## src/rtl/tpu_pkg.sv

```systemverilog
`default_nettype none
// ============================================================================
// Module      : tpu_pkg
// Description : Shared types and helpers for the systolic edge feeder.
// Revision    : 1.0 - initial release
// ============================================================================
package tpu_pkg;

  // Operand width of the MAC array
  localparam int DATA_SIZE = 16;

  // Edge feeder sequencing states
  typedef enum logic [2:0] {
    ST_IDLE   = 3'd0,
    ST_CLEAR  = 3'd1,
    ST_STREAM = 3'd2,
    ST_FLUSH  = 3'd3,
    ST_DONE   = 3'd4
  } feeder_state_e;

  // Drain length after the last beat: skew delay (n-1), edge-to-corner hops
  // (2*(n-1)) and the two-stage MAC pipeline (2).
  function automatic int flush_len(input int n);
    return 3 * (n - 1) + 2;
  endfunction

endpackage
`default_nettype wire

```

## src/rtl/skew_delay_line.sv

```systemverilog
`default_nettype none
// ============================================================================
// Module      : skew_delay_line
// Description : Single-lane register chain of configurable depth with a
//               synchronous zero-clear, used to skew one operand lane.
// Revision    : 1.0 - initial release
// ============================================================================
module skew_delay_line #(
  parameter int dataSize = 16,
  parameter int depth    = 1
) (
  input  logic                clk,
  input  logic                reset,
  input  logic                clear_i,
  input  logic [dataSize-1:0] data_i,
  output logic [dataSize-1:0] data_o
);

  logic [dataSize-1:0] stage_q [depth];

  // Shift the chain every cycle; clear wins over shift so a new tile starts clean
  always_ff @(posedge clk or posedge reset) begin
    if (reset) begin
      for (int k = 0; k < depth; k++) stage_q[k] <= '0;
    end else if (clear_i) begin
      for (int k = 0; k < depth; k++) stage_q[k] <= '0;
    end else begin
      stage_q[0] <= data_i;
      for (int k = 1; k < depth; k++) stage_q[k] <= stage_q[k-1];
    end
  end

  assign data_o = stage_q[depth-1];

endmodule
`default_nettype wire

```

## src/rtl/systolic_edge_feeder.sv

```systemverilog
`default_nettype none
// ============================================================================
// Module      : systolic_edge_feeder
// Description : Accepts operand vectors over valid/ready, skews lane i by i
//               cycles onto the array edge and sequences the array-wide
//               clear/enable controls for one tile of kLen vectors.
// Revision    : 1.0 - initial release
// ============================================================================
module systolic_edge_feeder
  import tpu_pkg::*;
#(
  parameter int dataSize = DATA_SIZE,
  parameter int arrayDim = 4,
  parameter int maxDepth = 256
) (
  input  logic                         clk,
  input  logic                         reset,
  input  logic                         start,
  input  logic [$clog2(maxDepth+1)-1:0] kLen,
  input  logic                         inValid,
  output logic                         inReady,
  input  logic [arrayDim*dataSize-1:0] inData,
  output logic [arrayDim*dataSize-1:0] laneOut,
  output logic                         macClear,
  output logic                         macEnable,
  output logic                         busy,
  output logic                         done
);

  localparam int c_kw        = $clog2(maxDepth + 1);
  localparam int c_flush_len = flush_len(arrayDim);
  localparam int c_fw        = $clog2(c_flush_len);

  feeder_state_e state_q, state_d;
  logic [c_kw-1:0] klen_q, klen_d;
  logic [c_kw-1:0] beat_q, beat_d;
  logic [c_fw-1:0] flush_q, flush_d;

  logic [c_kw-1:0]              w_beat_inc;
  logic                         w_skew_clear;
  logic [arrayDim*dataSize-1:0] w_push;

  assign w_beat_inc = beat_q + c_kw'(1);
  assign busy       = (state_q != ST_IDLE);

  // Sequencer state and counters
  always_ff @(posedge clk or posedge reset) begin
    if (reset) begin
      state_q <= ST_IDLE;
      klen_q  <= '0;
      beat_q  <= '0;
      flush_q <= '0;
    end else begin
      state_q <= state_d;
      klen_q  <= klen_d;
      beat_q  <= beat_d;
      flush_q <= flush_d;
    end
  end

  // Next-state, control outputs and skew input selection
  always_comb begin
    state_d      = state_q;
    klen_d       = klen_q;
    beat_d       = beat_q;
    flush_d      = flush_q;
    inReady      = 1'b0;
    macClear     = 1'b0;
    macEnable    = 1'b0;
    done         = 1'b0;
    w_skew_clear = 1'b0;
    w_push       = '0;
    case (state_q)
      ST_IDLE: begin
        // A zero-depth tile has nothing to compute, so it is dropped
        if (start && (kLen != '0)) begin
          klen_d  = kLen;
          beat_d  = '0;
          state_d = ST_CLEAR;
        end
      end
      ST_CLEAR: begin
        macClear     = 1'b1;
        w_skew_clear = 1'b1;
        state_d      = ST_STREAM;
      end
      ST_STREAM: begin
        inReady   = 1'b1;
        macEnable = 1'b1;
        // Bubbles push zeros (default) but do not advance the beat count
        if (inValid) begin
          w_push = inData;
          beat_d = w_beat_inc;
          if (w_beat_inc == klen_q) begin
            flush_d = '0;
            state_d = ST_FLUSH;
          end
        end
      end
      ST_FLUSH: begin
        macEnable = 1'b1;
        if (flush_q == c_fw'(c_flush_len - 1)) begin
          state_d = ST_DONE;
        end else begin
          flush_d = flush_q + c_fw'(1);
        end
      end
      ST_DONE: begin
        done    = 1'b1;
        state_d = ST_IDLE;
      end
      default: begin
        state_d = ST_IDLE;
      end
    endcase
  end

  // Lane i goes through i+1 registers so the vector leaves as a diagonal wavefront
  generate
    for (genvar i = 0; i < arrayDim; i++) begin : g_lane
      skew_delay_line #(
        .dataSize (dataSize),
        .depth    (i + 1)
      ) u_skew (
        .clk     (clk),
        .reset   (reset),
        .clear_i (w_skew_clear),
        .data_i  (w_push[i*dataSize +: dataSize]),
        .data_o  (laneOut[i*dataSize +: dataSize])
      );
    end
  endgenerate

endmodule
`default_nettype wire

```

## config.mk

```make
export PLATFORM = sky130hd
export DESIGN_NAME = systolic_edge_feeder
export DESIGN_NICKNAME = d
export VERILOG_FILES = /design/src/rtl/tpu_pkg.sv /design/src/rtl/skew_delay_line.sv /design/src/rtl/systolic_edge_feeder.sv
export SDC_FILE = /design/constraint.sdc
export NUM_CORES = 1
export LEC_CHECK = 0
export CAP_MARGIN = 40
export CORE_MARGIN = 2
export CORE_UTILIZATION = 67
export DETAILED_ROUTE_END_ITERATION = 7
export DONT_BUFFER_PORTS = 1
export PLACE_DENSITY_LB_ADDON = 0.2
export SYNTH_ARGS = -nofsm -noshare
export SYNTH_HDL_FRONTEND = slang
export SYNTH_SLANG_ARGS = --single-unit
export TNS_END_PERCENT = 20
```

## constraint.sdc

```tcl
create_clock -name clk -period 10.9 [get_ports clk]
set_input_delay 3.27 -clock clk [delete_from_list [all_inputs] [get_ports clk]]
set_output_delay 3.27 -clock clk [all_outputs]
set_load 0.05 [all_outputs]
```

==> Word-level counts from Yosys, hierarchy flattened <==
Cells that the tools add are included.
{ "word_totals": {"inputBits": 77, "output_inout_bits": 69, "register_bits": 185, "wordCells": 60} }
{ "classes": {"n_mux": 22, "reduce_logical": 11, "n_addsub": 2, "n_eq_ne": 11} }
{ "ops": {"columns": ["operator", "count"], "rows": [
  ["64-bit 2-to-1 mux", 3],
  ["48-bit 2-to-1 mux", 1],
  ["32-bit 2-to-1 mux", 1],
  ["9-bit 2-to-1 mux", 2],
  ["9-bit case mux with 2 select lines", 1],
  ["16-bit 2-to-1 mux", 1],
  ["3-bit 2-to-1 mux", 4],
  ["4-bit 2-to-1 mux", 3],
  ["3-bit case mux with 4 select lines", 1],
  ["2-bit != test, second input constant", 5],
  ["9-bit by 1-bit adder with 9-bit output, second input constant", 1],
  ["9-bit == test", 1],
  ["9-bit nonzero test", 1],
  ["4-bit case mux with 2 select lines", 1],
  ["4-bit AND reduction", 2],
  ["3-bit by 2-bit == test with 1-bit output, second input constant", 2],
  ["4-bit by 1-bit adder with 4-bit output, second input constant", 1],
  ["4-bit == test, second input constant", 1],
  ["1-bit 2-to-1 mux", 4],
  ["2-bit nonzero test", 2],
  ["3-bit by 1-bit == test with 1-bit output, second input constant", 1],
  ["3-bit == test, second input constant", 1],
  ["3-bit logical NOT", 1],
  ["3-bit AND reduction", 1],
  ["4 further kinds", 4]
]} }

==> Longest topological paths before layout <==
Gate-level depths: netlist (run 1).
{ "logic_depth": {"depth_word": 5, "ltp_mapped": 9, "ltp_nobuf": 8} }

==> Modules after synthesis <==
Synthesis (run 1) repeated with hierarchy kept, for this count alone.
{ "hier_totals": {"cells_unflattened": 614, "area_unflattened_um2": 7653.6} }
{ "modules_own_cells": {"columns": ["mod", "cells_per_inst", "seq_area_each_um2", "area_each_um2", "instances"], "rows": [
  ["skew_delay_line (g_lane[3].u_skew)", 152, 1601.5, 2362.3, 1],
  ["systolic_edge_feeder", 226, 625.6, 1926.8, 1],
  ["skew_delay_line (g_lane[2].u_skew)", 118, 1201.2, 1669.1, 1],
  ["skew_delay_line (g_lane[1].u_skew)", 84, 800.8, 1147.4, 1],
  ["skew_delay_line (g_lane[0].u_skew)", 34, 400.4, 548.0, 1]
]} }

==> Least setup slack after synthesis (run 1) <==
Ideal clock, no wire load.
{ "synth_path": {"path_kind": "register to output", "start": "register state_q[0]", "end": "output port macClear", "path_slack_ns": 6.037, "n_path_buf": 2, "required_time_ns": 7.630, "stages_incl_launch_ff": 4, "t_arrival_ns": 1.593, "path_cell_list": "dfrtp_1 > buf_2 > nor3b_1 > clkbuf_1"} }
{ "synth_via": {"elab_chain_len": 2} }
{ "synth_lines": {"columns": ["element", "line", "source"], "rows": [
  ["start: declaration", "systolic_edge_feeder.sv:34", "feeder_state_e state_q, state_d;"],
  ["start signal: assignment", "systolic_edge_feeder.sv:54", "state_q <= state_d;"],
  ["3-bit by 1-bit == test with 1-bit output", "systolic_edge_feeder.sv:73", "case (state_q)"],
  ["1-bit 2-to-1 mux", "systolic_edge_feeder.sv:73", null],
  ["end: declaration", "systolic_edge_feeder.sv:24", "output logic macClear,"]
]} }
No other way between the ends.

==> Worst setup path after layout (run 1) <==
{ "layout_path": {"start": "register state_q[0]", "end": "output port busy"} }
{ "layout_via": {"elab_chain_len": 1} }
{ "layout_lines": {"columns": ["element", "line", "source"], "rows": [
  ["3-bit nonzero test", "systolic_edge_feeder.sv:44", "assign busy = (state_q != ST_IDLE);"],
  ["end: declaration", "systolic_edge_feeder.sv:26", "output logic busy,"]
]} }
No other way between the ends.

==> results of run 1 <==
==> report_power, final <==
part	internal [mW]	switching [mW]	leakage (nW)
clock	0.341	0.249	0.283
combinational	0.150	0.198	0.988
sequential	0.847	0.270	2.41
==> cell type report <==
type                    instances  area (um^2)
diodes                          2         5.00
clock buffers                  20          445
clock inverters                12          138
fillers                       695         2900
inverters                       7         31.3
multi-input cells             280         1830
flip-flops and latches        185         4630
well taps                     136          170
repair buffers                  7         76.3
==> through the flow <==
stage / instance area [um^2] / hold slack, ps / setup slack, ps / utilization / instances
3_3_place_gp: 6700 / 444 / 6130 / 0.655 / 613
5_1_grt: 7330 / 477 / 5840 / 0.716 / 649
3_5_place_dp: 6740 / 446 / 6060 / 0.659 / 615
6_report: 7330 / 458 / 5950 / 0.716 / 649
2_1_floorplan: 6980 / 439 / 2600 / - / 552
4_1_cts: 7320 / 460 / 5930 / 0.716 / 647
==> path summary, 6_finish.rpt <==
kind | depth (start not counted) | endpoint | from | slack (ps)
hold / removal | 1 | g_lane[3].u_skew.data_o[2] | g_lane[3].u_skew.stage_q[18] | 460
min in group asynchronous | 1 | g_lane[2].u_skew.data_o[5] | reset | 2550
hold reg to reg | 1 | g_lane[3].u_skew.data_o[2] | g_lane[3].u_skew.stage_q[18] | 460
setup / recovery | 1 | busy | state_q[0] | 5950
setup reg to reg | 6 | beat_q[8] | state_q[2] | 8110
max in group asynchronous | 3 | g_lane[2].u_skew.data_o[13] | reset | 6810
==> state kept, by name, indices dropped and copies added, names as in the netlist <==
signal                 flops
g_lane.u_skew.stage_q     96
beat_q                     9
state_q                    3
klen_q                     9
g_lane.u_skew.data_o      64
flush_q                    4
==> metal layers <==
layer / part of all wire / GRT usage / wire, um / vias up
li1: - / - / - / 1662
met1: 0.41 / 0.259 / 4470 / 1800
met2: 0.50 / 0.342 / 5540 / 141
met3: 0.059 / 0.0632 / 651 / 26
met4: 0.030 / 0.117 / 335 / 0
met5: 0 / 0 / 0 / -
==> synth_stat cells, drive strengths merged (4+ instances only) <==
cell and count:
a21oi 8, and3 67, buf 54, clkbuf 26, dfrtp 185, inv 7
mux2 9, nand2 15, nand3 5, nor2 11, nor2b 96, nor3 7
o21ai 16, xnor2 9, xor2 4
==> cell families after synthesis <==
| group | count (synthesis) |
|---|---|
| AND/OR/NAND/NOR | 218 |
| flip-flops | 185 |
| buffers and inverters | 87 |
| AO/OA/AOI/OAI | 37 |
| XOR/XNOR | 13 |
| multiplexers | 9 |
| adder cells (fa/ha/maj) | 3 |
==> results list, run 1 <==
* Status: completed
* Global Route Usage Sum: 0.212
* Maximum fanout encountered on the critical timing path: 9
- The worst setup path is captured at an output pin.
- First-pass GRT wire length: 18.0 mm
- Synthesized instance count: 552
- Final setup violation count: 0
- TritonCTS clock tree: built
- Cell variety after synth: 44
- Leaving out fill and tap cells, the most frequent cell in the layout is sky130_fd_sc_hd__dfrtp_1.
* Ordered cell list for the critical path: or3_1
* Path category of the worst min-delay check: flop to flop
- Antenna Violating Nets Remaining: 0
- Core Area: 10,200 um^2
- Combinational family with the most area after synthesis: simple AND/OR/NAND/NOR gates
- Final worst path period need: 4950 ps
- Total half-perimeter wirelength after legalization and detailed placement: 7.03 mm
* Cell types occupying the most area after synthesis: sky130_fd_sc_hd__dfrtp_1, sky130_fd_sc_hd__nor2b_1, sky130_fd_sc_hd__and3_1
- Cell type of the slowest stage on the worst timing path: sky130_fd_sc_hd__or3_1
* First-pass iteration count of the detailed router: 4
- Summed over all layers, the routed wires come to 11.0 mm.
* Worst stage delay on the critical path: 660 ps
- Number of enable flip-flop cells after synthesis: 0
- The number of nets handed over by synthesis was 632.
- The number of hold-slack violations in the final timing report is 0.
- After clock tree synthesis, the repair step resized 0 gates.
* Number of vias after detailed routing: 3,629
* Vias in the first global route: 3,610
- GRT overflow: 0
- Peak ir drop on the vdd network: 0.000196 V
- Die H: 106 um
- Highest-count cells in the layout ignoring fill and taps: sky130_fd_sc_hd__dfrtp_1, sky130_fd_sc_hd__nor2b_1, sky130_fd_sc_hd__and3_1
- In this run the horizontal extent of the chip is 106 um.
- The root buffer cell chosen for the clock tree is sky130_fd_sc_hd__clkbuf_8.
- Of the post-synthesis cell area, the part taken by muxes is 0.0145.
- The initial antenna violation count is 2.
- Detail-routed net length per standard cell: 17.0 um
- CTS built an H-tree with a depth of 4.
* Buffering stage count on the worst path with inverters included: 0
* Area share of and/or/nand/nor cells after synthesis: 0.191
- Of the total synthesized cell area, the portion taken by full adders, half adders and majority gates is 0.00538.
- Of the synthesized area, sequential elements account for 0.663.
- Across the routed clock network, the largest skew measured is 10.6 ps.
- Maximum clock rate: 202 MHz
- Number of pins with negative max-slew slack in the final report: 0
- Final weighted congestion in routability-driven placement: 0.887
- 146 I/O pins were placed.
* Ys async rst share: 1.00
- The clock net in this run drives a total of 185 sinks.
- Setup repair after global routing missed its margin: false
* Proportion of netlist area held by the largest area contributor: 0.663
- Cell family with most CP delay: simple AND/OR/NAND/NOR gates
* Setup TNS: 0 ps
- Data arrives at the worst endpoint at 1680 ps.
- The number of clock buffers added by TritonCTS is 17.
- Area growth, synth to finish: 5.04%
- A synthesized cell averages 12.6 um^2.
- Clock latency on the worst-skew pair: 530 ps
* Total Die Area: 11,200 um^2
- Most used DFF post-synth: sky130_fd_sc_hd__dfrtp_1
- Number of remaining DRC errors: 0
* Share of cells above drive strength 1: 0.115
- Iter 0 DRT Violations: 205
- Across the run, the number of max-cap violations was 0.
- STA classifies the critical path startpoint as a flop.
* Xor/xnor share of the synthesized area: 0.0163
* Fraction of the mapped netlist area in compound gates: 0.0341
- Dividing the detail-routed via count by the number of cells gives 5.59.
* Setup bufs post-CTS: 0
* Maximum buffer depth of the clock tree: 2
- Transition at the pin with the smallest max-transition slack: 874 ps
* Share of the clock period used by the worst path after layout: 0.454
* Hold Buf Count CTS: 0
- Synthesis inferred 185 register bits.
* Number of standard-cell rows in the floorplan: 37
* Netlist area before placement: 6980 um^2
- Number of port buffers: 0
* Tot Pwr: 2.06 mW
* Setup Crit Path Kind: flop to output pin
- The initial utilization of the core area, before any placement, comes to 0.682.
- The biggest area contributor in the post-synthesis netlist is sky130_fd_sc_hd__dfrtp_1.
- Power per unit of standard cell area: 280 nW/um^2
* Net count, final: 578
* Max-slew headroom at the worst pin: 0.417
- Maximum number of pins on one net before global-route repair: 97
- Syn. warnings: 0
- Leakage power: 3.68 nW
- Worst EP required: 7630 ps
- After clock tree synthesis, the clock-pin slew on the worst setup and hold paths is 70 ps.
No activity file was read; power rests on OpenSTA's default activity.
==> run 2, diff against run 1 <==
Settings changed: CORE_UTILIZATION 67 to 56.
Clock period 10.9 ns to 4.4 ns, I/O delays scaled along.
==> run 2 against run 1 <==
Worst hold slack better by 0.50 ps. Clock power grew to 2.7 times the previous value. Core utilization is 10 points lower. Sequential share of layout area is 1.1 points lower. Count of clock-buffer cells in the layout is 1 lower. Register-to-register slack worse by 6500 ps. Sequential power is 150% higher. Flip-flop and latch count stayed put. First-iteration DRC count is 24% lower. Cell count is 5.4% higher. Setup slack worse by 4400 ps. Critical endpoint unchanged. Largest power group unchanged.
==> results list, run 2 (same netlist as run 1, synthesis figures left out) <==
* Area growth, synth to finish: 6.94%
- Global Route Usage Sum: 0.173
* Kind of end point of the critical path: output pin
* Max-capacitance violation count: 0
- Setup repair after global routing missed its margin: false
- The register with the most flip-flops in the layout has 96 of them.
* Cell at the root of the clock tree: sky130_fd_sc_hd__clkbuf_16
* Sink count of the clock tree: 185
* Number of vias after detailed routing: 3,470
- Clock buffer count from CTS: 17
- Width of the die: 116 um
- STA classifies the critical path startpoint as a flop.
- At the pin with the least slew margin, the transition time is 906 ps.
- Placed Cells: 650
- Path category of the worst min-delay check: flop to flop
- The first global-routing pass estimated 17.3 mm of wire.
- Gates resized during post-CTS repair numbered 0.
- The number of hold-slack violations in the final timing report came to 0.
- For this run, the slowest stage of the critical path takes 660 ps.
- Total Die Area: 13,400 um^2
- Setup Crit Path Kind: flop to output pin
* Max-slew headroom at the worst pin: 0.396
- In this run the worst path has a maximum fanout of 9.
- Broken down by cell family, the worst path's largest delay share belongs to simple AND/OR/NAND/NOR gates.
- The die is 116 um tall.
* Finished Layout Cells: 684
* Cell type of the slowest stage on the worst timing path: sky130_fd_sc_hd__or3_1
* Iter 0 DRT Violations: 156
- First-pass iteration count of the detailed router: 4
* Share of the clock period used by the worst path after layout: 0.654
- Hold Buf Count CTS: 0
- Buffering stage count on the worst path with inverters included: 0
- Number of standard-cell rows in the floorplan: 40
- Power per unit of standard cell area: 696 nW/um^2
- Status: completed
- Placed inst area: 6820 um^2
- The top cell types in the final layout, fill and taps aside, are sky130_fd_sc_hd__dfrtp_1, sky130_fd_sc_hd__nor2b_1, sky130_fd_sc_hd__and3_1.
- Based on the critical path, the design can be clocked at up to 348 MHz.
- Net count, final: 581
- Once layout is done, the placed cells without fillers occupy 7460 um^2.
* I/O pins: 146
- In the final layout, the share of cells above drive strength 1 is 0.123.
- Final worst path period need: 2880 ps
* Final weighted congestion in routability-driven placement: 0.819
- Core Area: 12,100 um^2
- Setup violations remaining at the end of the flow were counted as 0.
- The final layout contains routed wiring with a total length of 10.6 mm.
* Core occupancy in the finished layout: 0.616
* Tot Pwr: 5.20 mW
* Drt via density: 5.07
- Data on the critical path is required at its endpoint by 3080 ps.
- The library cell used most frequently in the layout, excluding fill and tap cells, is sky130_fd_sc_hd__dfrtp_1.
* Leakage power: 3.72 nW
- The worst-case IR drop observed on VDD is 0.000410 V.
- Register clock-pin slew on the reported worst setup and hold paths: 60 ps
* Setup TNS: 0 ps
- The max-slew violation total from the final report is 0.
* Skew final: 6.10 ps
* Antenna Violating Nets Remaining: 0
- Number of port buffers: 0
- Clock latency on the worst-skew pair: 420 ps
- The H-tree was split into 4 levels.
- Number of remaining DRC errors: 0
* Antenna violations before repair: 2
* Data arrival time at the worst-slack endpoint: 1560 ps
- The via count of the first global-routing pass came to 3,351.
- Setup bufs post-CTS: 0
* GRT overflow: 0
- TritonCTS built the clock tree.
* Starting density of the core: 0.576
* Register containing the most flip-flops in the final layout: g_lane.u_skew.stage_q
- Maximum buffer depth of the clock tree: 2
* Ordered cell list for the critical path: or3_1
* Total half-perimeter wirelength after legalization and detailed placement: 7.09 mm
- Dividing the detail-routed wire length by the instance count gives 15.5 um.
* Maximum number of pins on one net before global-route repair: 97
-- run 2: layout make-up --
class,count,area (um^2)
Timing Repair Buffer,10,116
Clock buffer,19,453
Sequential cell,185,4630
Tap cell,168,210
Inverter,7,30.0
Fill cell,941,4650
Antenna cell,2,5.00
Clock inverter,13,184
Multi-Input combinational cell,280,1830
-- run 2: power by group --
| part | leakage (nW) | switching (mW) | internal [mW] |
|---|---|---|---|
| sequential | 2.41 | 0.662 | 2.10 |
| combinational | 1.01 | 0.483 | 0.378 |
| clock | 0.307 | 0.633 | 0.942 |
-- run 2: worst paths after layout --
| check | start | end | slack [ps] | cells past startpoint |
|---|---|---|---|---|
| setup / recovery | state_q[0] | busy | 1520 | 1 |
| hold / removal | g_lane[3].u_skew.stage_q[33] | g_lane[3].u_skew.stage_q[17] | 460 | 1 |
| setup reg to reg | state_q[2] | beat_q[8] | 1640 | 6 |
| hold reg to reg | g_lane[3].u_skew.stage_q[33] | g_lane[3].u_skew.stage_q[17] | 460 | 1 |
| max in group asynchronous | reset | g_lane[2].u_skew.data_o[3] | 2820 | 3 |
| min in group asynchronous | reset | g_lane[3].u_skew.stage_q[42] | 770 | 1 |
-- run 2: stage by stage --
step,setup WS [ps],hold slack (ps)
2_1_floorplan,701,439
3_3_place_gp,1650,441
3_5_place_dp,1520,447
4_1_cts,1500,462
5_1_grt,1430,478
6_report,1520,458
-- run 2: metal layers --
layer | up-vias | GRT usage | wire [um]
met3 | 20 | 0.0774 | 898
met2 | 127 | 0.261 | 5150
met4 | 0 | 0.0738 | 184
met1 | 1657 | 0.218 | 4370
met5 | - | 0 | 0
li1 | 1666 | - | -
==> run 3, diff against run 2 <==
Settings changed: CORE_UTILIZATION 56 to 62.
Clock period 4.4 ns to 2.9 ns, I/O delays scaled along.
==> run 3 against run 2 <==
Final area up 0.35%. Sequential share of layout area shrank 0.22 points. Clock power is 55% higher. Sequential power increased by 52%. Die area down 9.3%. Critical path type unchanged. Combinational power grew 57%. Non-clock buffer count up 4. Worst hold slack worse by 94 ps. Routed wire length is 9.8% higher. Global-route usage is 3.3 points higher. Total power grew 54%.
==> results list, run 3 (same netlist as run 1, synthesis figures left out) <==
* Max-capacitance violation count: 0
- Kind of end point of the critical path: output pin
* Final worst path period need: 2530 ps
- Finished Layout Cells: 659
- Number of port buffers: 0
- Maximum clock rate: 395 MHz
- VDD sags by at most 0.000589 V.
- Maximum number of pins on one net before global-route repair: 97
- The register with the most flip-flops in the layout has 96 of them.
- Cell type of the slowest stage on the worst timing path: sky130_fd_sc_hd__dfrtp_1
- For the final database, setup skew stands at 10.6 ps.
- The library cells used most frequently in the layout, excluding fill and tap cells, are sky130_fd_sc_hd__dfrtp_1, sky130_fd_sc_hd__nor2b_1, sky130_fd_sc_hd__and3_1.
- Dividing total power by cell area gives a power density of 1070 nW/um^2.
* Final setup violation count: 0
- Placed inst area: 6850 um^2
- Final weighted congestion in routability-driven placement: 0.912
- More flip-flops sit in one register than any other, and that register is g_lane.u_skew.stage_q.
- In the routed design, unresolved DRC markers number 0.
- Of the available clock period, the critical path in the final layout requires 0.873.
- The initial antenna violation count is 0.
- The worst setup path is launched from a flop.
* I/O pins: 146
- Ordered cell list for the critical path: or3_1 > buf_4
* Register-to-register path setup slack: 430 ps
* TritonCTS clock tree: built
- Across every metal layer, demand over resource in global routing totals 0.206.
- The finished cells cover 7490 um^2.
* Startpoint of the worst-slack reg-to-reg timing path: beat_q[0]
* Vias in the first global route: 3,570
- GRT overflow: 0
* Number of instances resized during post-cts repair: 0
- Buffering stage count on the worst path with inverters included: 1
* Net count, final: 585
- Data arrival time at the worst-slack endpoint: 1660 ps
- For this design, the sink count on the clock tree is 185.
- In the final routed layout, each cell accounts on average for 17.7 um.
- CTS built an H-tree with a depth of 4.
* Setup Crit Path Kind: flop to output pin
* Transition at the pin with the smallest max-transition slack: 903 ps
- After detailed routing, the number of vias per cell comes to 5.48.
* Number of standard-cell rows in the floorplan: 38
- Clock latency on the worst-skew pair, taken at its later pin, is 540 ps.
* Leakage power: 3.74 nW
- Most common cell after layout, fill and taps aside: sky130_fd_sc_hd__dfrtp_1
- Timing startpoint of the critical path: state_q[0]
- Width of the die: 110 um
- Area growth, synth to finish: 7.32%
* Worst-case reg-to-reg path depth: 7
* Placed Cells: 626
* Core Area: 10,900 um^2
- For this design, the CTS-stage hold fixing added 0 buffers.
- Starting density of the core: 0.641
- Summed over all nets, the half-perimeter wirelength after detailed placement is 7.47 mm.
* Cell at the root of the clock tree: sky130_fd_sc_hd__clkbuf_8
- The number of hold-slack violations in the final timing report came to 0.
* Antenna Violating Nets Remaining: 0
- The first global-routing pass estimated 18.3 mm of wire.
* First-pass iteration count of the detailed router: 5
* Number of pins with negative max-slew slack in the final report: 0
- Maximum buffer depth of the clock tree: 2
- Counting the buffers created by CTS gives 17.
* Worst stage delay on the critical path: 480 ps
- Wires add up to 11.6 mm.
- Setup repair after global routing missed its margin: false
- Along the worst path, the maximum fanout reaches 9.
- The run finished with clean final reports.
- Reg-to-reg endpoint: flush_q[2]
- In the final layout, the share of cells above drive strength 1 is 0.127.
- Max-slew headroom at the worst pin: 0.398
- Worst setup margin: 367 ps
- Timing analysis after detailed placement gives a worst setup slack of 497 ps.
- Number of vias after detailed routing: 3,611
- Cell family with most CP delay: flip-flops
- The floorplan step set the die height to 110 um.
- Worst EP required: 2030 ps
- Setup bufs post-CTS: 0
* Path category of the worst min-delay check: input pin to asynchronous set/reset pin
- In this run, the number of DRC markers left after iteration 0 of detailed routing was 129.
- Total Die Area: 12,100 um^2
* Register clock-pin slew on the reported worst setup and hold paths: 70 ps
## run 3: changes by cell type in the layout (fill, tap and decap cells not counted)
cell                         previous run  this run
sky130_fd_sc_hd__buf_12                 3         6
sky130_fd_sc_hd__buf_4                  6         8
sky130_fd_sc_hd__buf_6                  1         0
sky130_fd_sc_hd__bufinv_16              3         5
sky130_fd_sc_hd__clkbuf_1               0         1
sky130_fd_sc_hd__clkbuf_16             17        16
sky130_fd_sc_hd__clkbuf_8               2         1
sky130_fd_sc_hd__clkinv_8               1         0
sky130_fd_sc_hd__clkinvlp_4             3         6
sky130_fd_sc_hd__diode_2                2         1
sky130_fd_sc_hd__inv_6                  3         2
sky130_fd_sc_hd__inv_8                  2         0
## run 3: worst max-delay path by stage
stage	to	slack [ps]	depth (start not counted)
after floorplan	beat_q[0]	-350	1
after global placement	flush_q[2]	610	7
after detailed placement	flush_q[2]	500	7
after CTS	busy	330	2
after global routing	done	290	2
final	busy	370	2
## run 3: stage by stage
step	util	hold slack, ps	TNS [ps]	power [mW]
floorplan	-	439	-64480	5.47
global placement	0.629	443	0	5.52
detailed placement	0.629	446	0	5.60
CTS	0.688	365	0	8.08
global route	0.688	398	0	8.40
finish	0.688	364	0	8.00
## run 3: worst register-to-register path: stages, from the launching register on
cell	delay, ps
sky130_fd_sc_hd__dfrtp_1	460
sky130_fd_sc_hd__ha_1	450
sky130_fd_sc_hd__nand2_2	150
sky130_fd_sc_hd__nor4b_2	300
sky130_fd_sc_hd__a21oi_1	70
sky130_fd_sc_hd__or4_4	570
sky130_fd_sc_hd__o311ai_2	220
sky130_fd_sc_hd__o41ai_1	100
## run 3: layout make-up
class	instances	area, um^2
multi-input combinational	280	1830
timing repair buffer	14	180
sequential	185	4630
inverter	7	30.0
clock inverter	14	219
fill	748	3400
antenna	1	2.50
clock buffer	18	418
tap	140	175
## run 3: routing by layer
metal  global-route usage  routed length, um
met2                0.326               5970
met3               0.0623                693
met1                0.262               4740
met5                    0                  0
met4               0.0973                238
## run 3: power breakdown
part | leakage [nW] | internal, mW | total [mW] | switching [mW]
sequential | 2.41 | 3.19 | 4.20 | 1.02
combinational | 1.04 | 0.594 | 1.35 | 0.757
clock | 0.294 | 1.49 | 2.44 | 0.952
